## config.mk

```make
export PLATFORM = sky130hd
export DESIGN_NAME = game_controller
export DESIGN_NICKNAME = d
export VERILOG_FILES = /design/src/rtl/game_controller.sv
export SDC_FILE = /design/constraint.sdc
export NUM_CORES = 1
export LEC_CHECK = 0
export CAP_MARGIN = 20
export CORE_MARGIN = 1
export CORE_UTILIZATION = 40
export DETAILED_ROUTE_END_ITERATION = 10
export PLACE_DENSITY_LB_ADDON = 0.05
export SYNTH_ARGS = -nofsm -noshare
export SYNTH_HDL_FRONTEND = slang
export SYNTH_SLANG_ARGS = --single-unit
```

## constraint.sdc

```tcl
create_clock -name clk -period 2.5 [get_ports clk]
set_input_delay 0.5 -clock clk [delete_from_list [all_inputs] [get_ports clk]]
set_output_delay 0.5 -clock clk [all_outputs]
set_load 0.01 [all_outputs]
```

## src/rtl/game_controller.sv

```systemverilog
// Game-flow controller: button synchroniser + debouncer, START/PLAY/OVER
// sequencing, and single-cycle event pulses for the VGA overlay chain.
module game_controller #(
    parameter int DEBOUNCE_MS  = 20,
    parameter int OVER_HOLD_MS = 2000
) (
    input  logic       clk,
    input  logic       rst,
    input  logic       one_ms_tick,
    input  logic       btn_raw,
    input  logic       elapsed,
    input  logic       landed,
    input  logic       fell,
    output logic       start_screen_en,
    output logic       time_bar_en,
    output logic       time_bar_start,
    output logic       points_en,
    output logic       points_increase,
    output logic       points_clear,
    output logic       jump,
    output logic       game_over,
    output logic [1:0] state
);

    typedef enum logic [1:0] {
        ST_START = 2'b00,
        ST_PLAY  = 2'b01,
        ST_OVER  = 2'b10,
        ST_BAD   = 2'b11
    } state_t;

    localparam logic [15:0] DB_MAX   = 16'(DEBOUNCE_MS);
    localparam logic [15:0] HOLD_MAX = 16'(OVER_HOLD_MS);

    logic        sync1_q, sync2_q;
    logic [15:0] db_cnt_q, db_cnt_d;
    logic        db_lvl_q, db_lvl_d;
    logic        btn_press_q, btn_press_d;
    logic [15:0] hold_q, hold_d;
    state_t      state_q, state_d;

    logic start_screen_en_q, start_screen_en_d;
    logic time_bar_en_q, time_bar_en_d;
    logic time_bar_start_q, time_bar_start_d;
    logic points_en_q, points_en_d;
    logic points_increase_q, points_increase_d;
    logic points_clear_q, points_clear_d;
    logic jump_q, jump_d;
    logic game_over_q, game_over_d;

    // Two-flop synchroniser for the asynchronous button.
    always_ff @(posedge clk or negedge rst) begin
        if (!rst) begin
            sync1_q <= 1'b0;
            sync2_q <= 1'b0;
        end else begin
            sync1_q <= btn_raw;
            sync2_q <= sync1_q;
        end
    end

    // Debounce: a changed level must survive DEBOUNCE_MS ticks; emit rising-edge press.
    always_comb begin
        db_cnt_d = db_cnt_q;
        db_lvl_d = db_lvl_q;
        if (sync2_q == db_lvl_q) begin
            db_cnt_d = 16'd0;
        end else if (one_ms_tick) begin
            if (db_cnt_q + 16'd1 >= DB_MAX) begin
                db_lvl_d = sync2_q;
                db_cnt_d = 16'd0;
            end else begin
                db_cnt_d = db_cnt_q + 16'd1;
            end
        end
        btn_press_d = db_lvl_d & ~db_lvl_q;
    end

    // Next state and registered outputs; OVER entry beats landed/press in PLAY.
    always_comb begin
        state_d           = state_q;
        hold_d            = 16'd0;
        time_bar_start_d  = 1'b0;
        points_increase_d = 1'b0;
        points_clear_d    = 1'b0;
        jump_d            = 1'b0;
        case (state_q)
            ST_START: begin
                if (btn_press_q) begin
                    state_d          = ST_PLAY;
                    points_clear_d   = 1'b1;
                    time_bar_start_d = 1'b1;
                end
            end
            ST_PLAY: begin
                if (elapsed || fell) begin
                    state_d = ST_OVER;
                end else begin
                    jump_d = btn_press_q;
                    if (landed) begin
                        points_increase_d = 1'b1;
                        time_bar_start_d  = 1'b1;
                    end
                end
            end
            ST_OVER: begin
                hold_d = hold_q;
                if (one_ms_tick && hold_q < HOLD_MAX) hold_d = hold_q + 16'd1;
                // Early presses are simply dropped, never remembered.
                if (btn_press_q && hold_q == HOLD_MAX) state_d = ST_START;
            end
            default: state_d = ST_START;
        endcase
        start_screen_en_d = (state_d == ST_START);
        time_bar_en_d     = (state_d == ST_PLAY);
        points_en_d       = (state_d == ST_PLAY) || (state_d == ST_OVER);
        game_over_d       = (state_d == ST_OVER);
    end

    // State, counters and output registers.
    always_ff @(posedge clk or negedge rst) begin
        if (!rst) begin
            db_cnt_q          <= 16'd0;
            db_lvl_q          <= 1'b0;
            btn_press_q       <= 1'b0;
            hold_q            <= 16'd0;
            state_q           <= ST_START;
            start_screen_en_q <= 1'b1;
            time_bar_en_q     <= 1'b0;
            time_bar_start_q  <= 1'b0;
            points_en_q       <= 1'b0;
            points_increase_q <= 1'b0;
            points_clear_q    <= 1'b0;
            jump_q            <= 1'b0;
            game_over_q       <= 1'b0;
        end else begin
            db_cnt_q          <= db_cnt_d;
            db_lvl_q          <= db_lvl_d;
            btn_press_q       <= btn_press_d;
            hold_q            <= hold_d;
            state_q           <= state_d;
            start_screen_en_q <= start_screen_en_d;
            time_bar_en_q     <= time_bar_en_d;
            time_bar_start_q  <= time_bar_start_d;
            points_en_q       <= points_en_d;
            points_increase_q <= points_increase_d;
            points_clear_q    <= points_clear_d;
            jump_q            <= jump_d;
            game_over_q       <= game_over_d;
        end
    end

    assign start_screen_en = start_screen_en_q;
    assign time_bar_en     = time_bar_en_q;
    assign time_bar_start  = time_bar_start_q;
    assign points_en       = points_en_q;
    assign points_increase = points_increase_q;
    assign points_clear    = points_clear_q;
    assign jump            = jump_q;
    assign game_over       = game_over_q;
    assign state           = state_q;

endmodule

```

# Word level (Yosys, flattened, before mapping)
# Index checks and enable logic that the tools add are counted.
# word_totals
output_inout_bits	10
in_bits	7
register_bits	46
elab_cells	55
# op_classes
reduce_logical	7
muxes	20
n_addsub	2
order_cmp	2
eq_ne	7
n_bitwise	2
# ops
cell	n
2-to-1 mux 16 bit	5
adder 16 x 1 -> 16 bit, second input constant	2
== test 16 x 11 -> 1 bit, second input constant	1
>= comparator 16 x 5 -> 1 bit, second input constant	1
< comparator 16 x 11 -> 1 bit, second input constant	1
2-to-1 mux 1 bit	10
2-to-1 mux 2 bit	3
one-hot mux 2 bit (3 select lines)	1
== test 2 x 1 -> 1 bit, second input constant	2
== test 2 bit, second input constant	2
logical NOT 2 bit	2
logical AND 1 bit	2
logical OR 1 bit	2
inequality test 2 bit, second input constant	1
one-hot mux 1 bit (2 select lines)	1
nonzero test 2 bit	1
bitwise AND 1 bit	1
== test 1 bit	1
NOT 1 bit	1

# Longest topological paths before layout
# depth
ltp_word	6
mapped_depth	9
mapped_depth_nobuf	9

# Worst setup path after synthesis
# Ideal clock, no wire load.
# synth_path
kind	reg-to-reg
from	register db_cnt_q[0]
to	register db_lvl_q
path_buffers	1
t_required_ps	2375
arrival_ps	2173
setup_time_ps	125
stages_incl_launch_ff	9
period_less_slack_ps	2298
slack_ps	202
cell_sequence	dfrtp_1 ha_1 and3_1 a211oi_1 a211oi_1 or4_1 buf_2 o21ai_1 mux2_2
# synth_between
elab_chain_cells	5
# synth_rtl
item	line_no	text
start, declared	36	logic [15:0] db_cnt_q, db_cnt_d;
start signal, assigned	137	db_cnt_q <= db_cnt_d;
adder 16 x 1 -> 16 bit	69	if (db_cnt_q + 16'd1 >= DB_MAX) begin
>= comparator 16 x 5 -> 1 bit	69	
2-to-1 mux 1 bit	69	
2-to-1 mux 1 bit	68	end else if (one_ms_tick) begin
2-to-1 mux 1 bit	66	if (sync2_q == db_lvl_q) begin
net db_lvl_d	37	logic db_lvl_q, db_lvl_d;
end signal, assigned	138	db_lvl_q <= db_lvl_d;
end, declared	37	
# The timed path passes the listed nets, and every way through them passes these cells.
# A chain may end at the register's enable or synchronous reset.

# Worst setup path after layout
# Ends and elaborated chain as after synthesis.

==> flow_summary.ini <==
[clock_network]
cts_root_buf = clkbuf_8
cts_tree = done
clock_sinks = 46
h-tree-depth = 2
cts_buffers = 5
clk_path_buf_depth = 2
hold_buffers = 0
clkLatencyLatePin_ns = 0.28
clk_pin_slew_ns = 0.09

[sta]
period_share = 0.955
slew_violations = 0
max_slew.worst_pin.slew_ns = 0.544
fmax_ghz = 0.419
finalSetupViolCount = 0
hold_violations = 0
setup-tns-final_ns = 0
clock_skew_ns = 0.00506
whs_ns = 0.189
grt_setup_unrepaired = no
maxSlewHeadroom = 0.637
layout_min_cycle_time_ns = 2.39

[global_route]
grt_overflow_total = 0
grt_pass1_vias = 1543
grt_max_degree = 26
grt_pass1_wl_mm = 6.93
antenna_found_initial = 0
grtUsageTotal = 0.163

[setup_path]
crit_buf_inv = 1
critPathCaptureType = flip-flop
slowest_stage = dfrtp_2
worst-path-max-fanout = 8
crit_type = reg -> reg
cp.arrival_ns = 2.56
crit_chain = ha_1 > and3_1 > buf_4 > a311oi_1 > a41oi_1 > a211o_1 > o21ai_2 > mux2_2
slowest_delay_ns = 0.45
critPathTopFamily = compound AO/OA/AOI/OAI gates
start_kind = flip-flop
worstPathRequired_ns = 2.68

[die]
die_w_microns = 75.7
die_area_sq_um = 5730
die_h_microns = 75.7
rows = 26
io_pins = 17
core_sq_um = 5170
initial_utilization = 0.420

[cells_and_area]
diodes = 0
final_cell_area_sq_um = 2600
area_delta_synth_final_pct = 19.7
final_nets = 246
final_common_cell = dfrtp_1
drive_gt1_frac = 0.111
mostFrequentLayoutCells = dfrtp_1, nor2_1, and2_1
fin_cells = 304

[placement]
placed_cell_area_sq_um = 2440
gp_congestion = 0.905
placed_cells = 296
hpwlAfterDp_mm = 3.05
port_buffers = 16

[logic_synthesis]
async_flop_share = 1.00
synth-edff-count = 0
ys.flop_type = dfrtp_1
yosys-top-cells-area = dfrtp_1, and2_1, nor2_1, xor2_1, ha_1
synthDominantCellAreaShare = 0.519
synth_cells = 209
synth_area_sq_um = 2170
ys_ff_latch = 46
yosys.cell_types.count = 43
ys_warn_count = 0
yosysSeqAreaShare = 0.531
avgSynthCellArea_sq_um = 10.4
synth_area_leader_cell = dfrtp_1
synthesis.nets = 222

[hold_path]
hold_class = in -> async

[drt]
drc = 0
dr.pass1.iters = 4
wire_per_inst_microns = 13.5
drt_first_iter_violations = 58
finalWirelength_mm = 4.10
routed-via-count = 1598
ant_nets = 0
routed_via_density = 5.26

[run_status]
status = finished, final reports clean

[power]
p_leak_nw = 1.22
peakVddDrop_mv = 0.425
pwr_density_cell_nw_per_um2 = 603

[run]
max_cap_violations = 0
==> per-layer routing <==
layer,track usage,routed length [microns]
met2,0.291,2150
met1,0.185,1750
met3,0.0529,175
met5,0,0
met4,0.0514,22
==> state kept, by name (all words and copies together), names as in the netlist <==
signal	flops
btn_press_q	1
db_cnt_q	16
db_lvl_q	1
game_over	1
hold_q	16
jump	1
points_clear	1
points_en	1
points_increase	1
start_screen_en	1
state	2
sync1_q	1
sync2_q	1
time_bar_en	1
time_bar_start	1
==> cells by family after synthesis <==
| group | Yosys count | synth area share |
|---|---|---|
| muxes | 4 | 0.0207 |
| xor gates and xnor gates | 13 | 0.0524 |
| DFF | 46 | 0.531 |
| AOI/OAI and AO/OA | 23 | 0.0795 |
| buffers and inverters | 13 | 0.0242 |
| adders and majority gates | 6 | 0.0346 |
| and+or+nand+nor | 104 | 0.258 |
==> worst register-to-register path, stage by stage, from the launching register on <==
cell and delay (ns):
dfrtp_2 0.45, ha_1 0.28, and3_1 0.18, buf_4 0.14, a311oi_1 0.24, a41oi_1 0.07, a211o_1 0.37, o21ai_2 0.20
mux2_2 0.34
==> cells in the mapped netlist, types with 2 or more instances <==
master,instances
o41ai_1,3
nand2b_1,4
mux2_2,4
a21oi_1,4
and3_1,4
inv_1,7
dfrtp_1,45
nor2b_1,3
and4_1,4
nor3_1,8
nand4_1,6
nand4b_1,2
nor2_1,24
a41oi_1,2
a211oi_1,3
nand3_1,7
nand2_1,14
clkbuf_1,3
and2_1,18
buf_2,2
or4_1,2
xnor2_1,3
nor4_1,3
ha_1,6
xor2_1,10
==> power breakdown <==
| part | switching, mW | internal (mW) | leakage [nW] |
|---|---|---|---|
| clock network | 0.234 | 0.426 | 0.0714 |
| logic | 0.0648 | 0.0482 | 0.526 |
| registers | 0.0267 | 0.767 | 0.618 |
==> stage by stage <==
| step | worst slack, ns | power [mW] | util |
|---|---|---|---|
| detailed placement | 0.0335 | 0.921 | 0.472 |
| global route | 0.0131 | 1.64 | 0.502 |
| floorplan | 0.202 | 0.865 | - |
| CTS | 0.00774 | 1.59 | 0.499 |
| global placement | 0.0928 | 0.916 | 0.472 |
| finish | 0.112 | 1.57 | 0.502 |
==> timing repair <==
action | CTS | global route
endpoints found under the setup margin | 0 | 4
resized for setup | 0 | 4
setup buffers | 0 | 0
==> final timing paths <==
check                             from         endpoint  slack (ns)  cells after the start
setup / recovery           db_cnt_q[0]         db_lvl_q        0.11                      8
hold reg to reg                sync1_q          sync2_q        0.36                      0
max in group asynchronous          rst  start_screen_en        1.67                      2
hold / removal                     rst        hold_q[7]        0.19                      1
min in group clk               sync1_q          sync2_q        0.36                      0
setup reg to reg           db_cnt_q[0]         db_lvl_q        0.11                      8
==> area by class of cell <==
| class | count | area (sq um) |
|---|---|---|
| Clock buffer | 6 | 82.6 |
| Fill cell | 442 | 2570 |
| Timing Repair Buffer | 23 | 208 |
| Multi-Input combinational cell | 150 | 981 |
| Clock inverter | 2 | 60.1 |
| Tap cell | 70 | 87.6 |
| Inverter | 7 | 26.3 |
| Sequential cell | 46 | 1150 |
Power figures use the tool's default switching activity.
